===== src/rtl/alu_pkg.sv =====
// Shared opcode and FSM definitions for alu and alu_arbiter.
package alu_pkg;

    localparam int NUM_REQ = 2;

    typedef enum logic [2:0] {
        OP_ZERO = 3'b000,
        OP_ADD  = 3'b001,
        OP_SUB  = 3'b010,
        OP_AND  = 3'b011,
        OP_OR   = 3'b100,
        OP_XOR  = 3'b101,
        OP_SRL1 = 3'b110,
        OP_SLL1 = 3'b111
    } op_t;

    typedef enum logic [1:0] {
        ST_IDLE = 2'b00,
        ST_EXEC = 2'b01,
        ST_RESP = 2'b10
    } state_t;

    // Only add and sub produce a meaningful signed overflow flag.
    function automatic logic is_arith(input op_t op);
        return (op == OP_ADD) || (op == OP_SUB);
    endfunction

endpackage


===== src/rtl/alu.sv =====
// Combinational ALU; overflow is only meaningful for add/sub and is left to
// the caller to mask for other opcodes.
module alu
    import alu_pkg::*;
#(
    parameter int bit_width = 4
) (
    input  op_t                  op,
    input  logic [bit_width-1:0] x,
    input  logic [bit_width-1:0] y,
    output logic [bit_width-1:0] result,
    output logic                 overflow
);

    logic [bit_width-1:0] sum;
    logic [bit_width-1:0] diff;
    logic                 add_ovf;
    logic                 sub_ovf;

    assign sum  = x + y;
    assign diff = x - y;

    assign add_ovf = (x[bit_width-1] == y[bit_width-1]) && (sum[bit_width-1] != x[bit_width-1]);
    assign sub_ovf = (x[bit_width-1] != y[bit_width-1]) && (diff[bit_width-1] != x[bit_width-1]);

    always_comb begin
        // NOTE: every output gets a default first so no path can infer a latch.
        result   = '0;
        overflow = (op == OP_SUB) ? sub_ovf : add_ovf;
        case (op)
            OP_ZERO: result = '0;
            OP_ADD:  result = sum;
            OP_SUB:  result = diff;
            OP_AND:  result = x & y;
            OP_OR:   result = x | y;
            OP_XOR:  result = x ^ y;
            OP_SRL1: result = x >> 1;
            OP_SLL1: result = x << 1;
        endcase
    end

endmodule


===== src/rtl/alu_arbiter.sv =====
// Two-requester round-robin front end for a single shared ALU, one operation
// in flight. Optional sticky overflow flag enabled by ALU_ARB_STICKY_OVF_EN.
module alu_arbiter
    import alu_pkg::*;
#(
    parameter int BIT_WIDTH = 4
) (
    input  logic                 clk,
    input  logic                 reset,
`ifdef ALU_ARB_STICKY_OVF_EN
    input  logic                 ovf_clear,
    output logic                 ovf_sticky,
`else
`endif
    input  logic [NUM_REQ-1:0]   req_valid,
    output logic [NUM_REQ-1:0]   req_ready,
    input  logic [2:0]           req_op0,
    input  logic [2:0]           req_op1,
    input  logic [BIT_WIDTH-1:0] req_x0,
    input  logic [BIT_WIDTH-1:0] req_y0,
    input  logic [BIT_WIDTH-1:0] req_x1,
    input  logic [BIT_WIDTH-1:0] req_y1,
    output logic                 rsp_valid,
    input  logic                 rsp_ready,
    output logic                 rsp_id,
    output logic [BIT_WIDTH-1:0] rsp_result,
    output logic                 rsp_overflow
);

    state_t               state;
    state_t               state_next;
    logic                 last_grant;
    logic                 grant_any;
    logic                 grant_id;
    logic                 grant_fire;
    logic                 rsp_fire;

    op_t                  op_q;
    logic [BIT_WIDTH-1:0] x_q;
    logic [BIT_WIDTH-1:0] y_q;
    logic                 id_q;

    logic [BIT_WIDTH-1:0] alu_result;
    logic                 alu_overflow;

    // Under contention the requester not served last wins; a lone requester always wins.
    assign grant_any  = |req_valid;
    assign grant_id   = (req_valid == 2'b11) ? ~last_grant : req_valid[1];
    assign grant_fire = (state == ST_IDLE) && grant_any;
    assign rsp_fire   = rsp_valid && rsp_ready;

    // State register
    always_ff @(posedge clk) begin
        // NOTE: sequential state uses non-blocking assignments only.
        if (reset) begin
            state <= ST_IDLE;
        end else begin
            state <= state_next;
        end
    end

    // Next-state logic
    always_comb begin
        state_next = state;
        case (state)
            ST_IDLE: if (grant_any) state_next = ST_EXEC;
            ST_EXEC: state_next = ST_RESP;
            ST_RESP: if (rsp_ready) state_next = ST_IDLE;
            default: state_next = ST_IDLE;
        endcase
    end

    // Output logic
    always_comb begin
        req_ready = '0;
        rsp_valid = 1'b0;
        case (state)
            ST_IDLE: if (grant_any && !reset) req_ready = grant_id ? 2'b10 : 2'b01;
            ST_RESP: rsp_valid = 1'b1;
            default: ;
        endcase
    end

    // Operand capture at grant, result capture at the end of EXEC.
    always_ff @(posedge clk) begin
        if (reset) begin
            last_grant   <= 1'b1;
            op_q         <= OP_ZERO;
            x_q          <= '0;
            y_q          <= '0;
            id_q         <= 1'b0;
            rsp_result   <= '0;
            rsp_overflow <= 1'b0;
        end else begin
            if (grant_fire) begin
                last_grant <= grant_id;
                id_q       <= grant_id;
                op_q       <= grant_id ? op_t'(req_op1) : op_t'(req_op0);
                x_q        <= grant_id ? req_x1 : req_x0;
                y_q        <= grant_id ? req_y1 : req_y0;
            end
            if (state == ST_EXEC) begin
                rsp_result   <= alu_result;
                rsp_overflow <= is_arith(op_q) && alu_overflow;
            end
        end
    end

    assign rsp_id = id_q;

    alu #(
        .bit_width(BIT_WIDTH)
    ) u_alu (
        .op      (op_q),
        .x       (x_q),
        .y       (y_q),
        .result  (alu_result),
        .overflow(alu_overflow)
    );

`ifdef ALU_ARB_STICKY_OVF_EN
    // A handshake with overflow beats a same-cycle clear.
    always_ff @(posedge clk) begin
        if (reset) begin
            ovf_sticky <= 1'b0;
        end else if (rsp_fire && rsp_overflow) begin
            ovf_sticky <= 1'b1;
        end else if (ovf_clear) begin
            ovf_sticky <= 1'b0;
        end
    end
`else
    logic unused_rsp_fire;
    assign unused_rsp_fire = rsp_fire;
`endif

endmodule


===== config.mk =====
export PLATFORM = sky130hd
export DESIGN_NAME = alu_arbiter
export DESIGN_NICKNAME = d
export VERILOG_FILES = /design/src/rtl/alu_pkg.sv /design/src/rtl/alu.sv /design/src/rtl/alu_arbiter.sv
export SDC_FILE = /design/constraint.sdc
export NUM_CORES = 1
export LEC_CHECK = 0
export CELL_PAD_IN_SITES_DETAIL_PLACEMENT = 0
export CELL_PAD_IN_SITES_GLOBAL_PLACEMENT = 1
export CORE_UTILIZATION = 37
export DETAILED_ROUTE_END_ITERATION = 6
export GPL_TIMING_DRIVEN = 0
export HOLD_SLACK_MARGIN = 0.12
export MAX_ROUTING_LAYER = met4
export PLACE_DENSITY = 0.83
export SLEW_MARGIN = 5
export SYNTH_ARGS = -nofsm -noshare
export SYNTH_HDL_FRONTEND = slang
export SYNTH_HIERARCHICAL = 1
export SYNTH_SLANG_ARGS = --single-unit

===== constraint.sdc =====
create_clock -name clk -period 2.6 [get_ports clk]
set_clock_uncertainty 0.15 [all_clocks]
set_input_delay 0.26 -clock clk [delete_from_list [all_inputs] [get_ports clk]]
set_output_delay 0.26 -clock clk [all_outputs]
set_load 0.03 [all_outputs]

==> results by group <==
Die
  – Die area: about 0.0045 mm2
  – Starting Density: 0.386
  – Die Wd: around 67 um
  – # rows: 23
  – Core region area: 0.00403 mm2
  – Die height: around 67 um
  – Ports: 36

Logic synthesis
  – Post-synthesis cell count: ~180
  – Synth Warn #: 6
  – XOR/XNOR Fraction of Synth Area: 0.0282
  – Post-synth ARST share: 0
  – Primary FF master, synth: dfxtp_1
  – Synth Area in Simple Gates: 0.192
  – Mux contribution to synthesized area: 0.0829
  – Register bit total from synthesis: 20
  – Avg Cell Area, Syn: a little under 9 um2
  – Post-Syn Area: roughly 0.0016 mm2
  – Post-synthesis compound-gate area fraction: 0.244
  – Synth Area in Adders: 0.114
  – Count of cell types in the netlist: 51
  – Seq/Total Area, Yosys: 0.258
  – Synth Net Count: 216
  – Post-synth EDFFs: 0
  – Largest family of logic cells by synthesized area: compound AO/OA/AOI/OAI gates

Global route
  – Antenna violations before repair: 0
  – First-pass GRT wire length: between 5000 and 6000 um
  – Vias in the first global route: between 1000 and 1500
  – Total GRT Usage: 0.173
  – Total gr overflow: 0
  – Largest net degree at the start of global routing: 12

Critical path
  – CP Capture Type: output port
  – Bufs and invs on worst path: 3
  – Data arrival time of the critical path: just over 2 ns
  – CP Data Required Time: between 2 and 2.5 ns
  – Critical path, cell by cell: clkdlybuf4s50_1, or2_1, clkbuf_1, nand2_1, nor3_1, clkdlybuf4s50_1
  – Cell mode on critical path: clkdlybuf4s50_1
  – Crit Path Max Fanout: 6
  – Family with the most delay on the worst path: buffers and inverters
  – Critical path's slowest cell: clkdlybuf4s50_1
  – Crit path largest cell delay: 0.69 ns
  – Startpoint Class: input port
  – Critical path class: in2out

Min path
  – Min-delay worst type: reg2reg

Timing
  – Max Transition Viols Final: 0
  – Max frequency: about 0.40 GHz
  – Worst-Margin Slew: between 0.6 and 0.7 ns
  – Hold Violations, Final: 0
  – RSZ-0062 raised after global routing: no
  – Post-route clock period utilization: 0.952
  – Slew margin rel.: 0.546
  – Finish-stage setup viols: 0
  – Setup TNS: 0 ns
  – Final worst path period need: roughly 2.5 ns

Layout
  – Commonest non-fill, non-tap cells in the layout: clkdlybuf4s50_1, nand2_1, dfxtp_1
  – Antenna Cells: 0
  – Final net count: 256
  – P&R area growth vs syn: 30.4%
  – Most common cell after layout, fill and taps aside: clkdlybuf4s50_1
  – Layout cell share with drive strength beyond 1: 0.163

Run status
  – Outcome: finished, final reports clean

Power
  – Pwr Density: ~530 mW/mm2
  – VDD IR max: 0.235 mV
  – Power, Total: 1.07 mW
  – P_leak: around 0.8 nW

Drt
  – Final wirelength: 3260 um
  – Initial DRC count: a little under 80
  – Routed Antenna Nets: 0
  – Drt first pass iters: 4
  – Drt wl/cell: roughly 12 um
  – DR DRC count: 0
  – Vias/cell: around 4.9
  – Vias: 1302

CTS
  – Total CTS buffers: 3
  – Maximum clock path buffer count: 2
  – H-tree Lvls: 1
  – Clk Tree Root Cell: clkbuf_8
  – TritonCTS clock tree: built
  – Worst-skew pair later-pin latency: approximately 0.26 ns
  – Clock sinks: 20
  – Setup bufs post-CTS: 0
  – Clock transition at path regs: about 0.08 ns

Placement
  – GP Congestion: 0.804
  – Port bufs: 35
  – Post-DP HPWL: approximately 2500 um

Run
  – Maxcap violations: 0
## routing by layer
metal | wire, um | global-route usage
met1 | 1690 | 0.258
met2 | 1440 | 0.237
met3 | 82 | 0.0205
met4 | 42 | 0.0559
met5 | 0 | -
## flip-flops by register name (all words and copies together) (netlist names)
name	flops
last_grant	1
op_q	3
rsp_id	1
rsp_overflow	1
rsp_result	4
state	2
x_q	4
y_q	4
## tightest hold or removal path, delay by kind of cell (launching register included)
family,cells,cell delay [ns]
AO/OA/AOI/OAI,1,0.05
AND/OR/NAND/NOR,1,0.05
flip-flops,1,0.31
## cells by family after synthesis
group	after synthesis
buf+inv	24
xor+xnor	5
simple gates	59
mux	11
fa+ha+maj	13
compound gates	44
flops	20
## cell usage after synthesis, types with 2 or more instances
library cell,number,area share
nand2_1,26,0.063
dfxtp_1,20,0.26
a21oi_1,16,0.052
ha_1,11,0.089
a311oi_2,10,0.097
inv_1,10,0.024
nor2_1,10,0.024
mux2i_1,8,0.052
buf_2,5,0.016
buf_6,4,0.029
xnor2_1,4,0.023
clkbuf_1,3,0.0072
nor2b_1,3,0.012
nor3_1,3,0.0097
fa_1,2,0.026
nand2b_1,2,0.0081
nor3b_1,2,0.0097
o21ai_1,2,0.0064
or2_1,2,0.0081
or3_1,2,0.0081
## area by class of cell
type,instances,area [um2]
multi-input cells,132,1030
fillers,416,2000
well taps,50,62.6
clock buffers,4,55.1
repair buffers,35,353
plain buffers,13,85.1
flip-flops and latches,20,402
inverters,11,41.3
## worst paths after layout
path | start | depth (start not counted) | end | slack, ns
worst min register to register | rsp_overflow | 2 | rsp_overflow | 0.32
worst max register to register | y_q[1] | 8 | rsp_overflow | 0.30
worst max-delay path | req_valid[0] | 6 | req_ready[0] | 0.12
worst min-delay path | rsp_overflow | 2 | rsp_overflow | 0.32
## metrics by stage
step,util,cell area [um2],setup slack (ns),hold WS [ns],instances
final,0.503,2030,0.125,0.317,265
after global routing,0.503,2030,0.0164,0.353,265
after CTS,0.502,2020,0.0445,0.322,265
after detailed placement,0.488,1970,0.0407,0.311,261
after global placement,0.488,1970,0.0430,0.289,261
after floorplan,-,1550,0.529,0.204,176
## repair_timing
item,4_1_cts,5_1_grt
setup endpoints to repair,0,2
hold buffers,0,0
gates resized for setup,0,2
## power breakdown
group | leakage, nW | switching [mW] | internal [mW] | total [mW]
clock network | 0.0288 | 0.109 | 0.135 | 0.244
logic | 0.622 | 0.218 | 0.229 | 0.447
registers | 0.165 | 0.0390 | 0.339 | 0.378
Note: power is estimated with default switching activity, not from simulation.
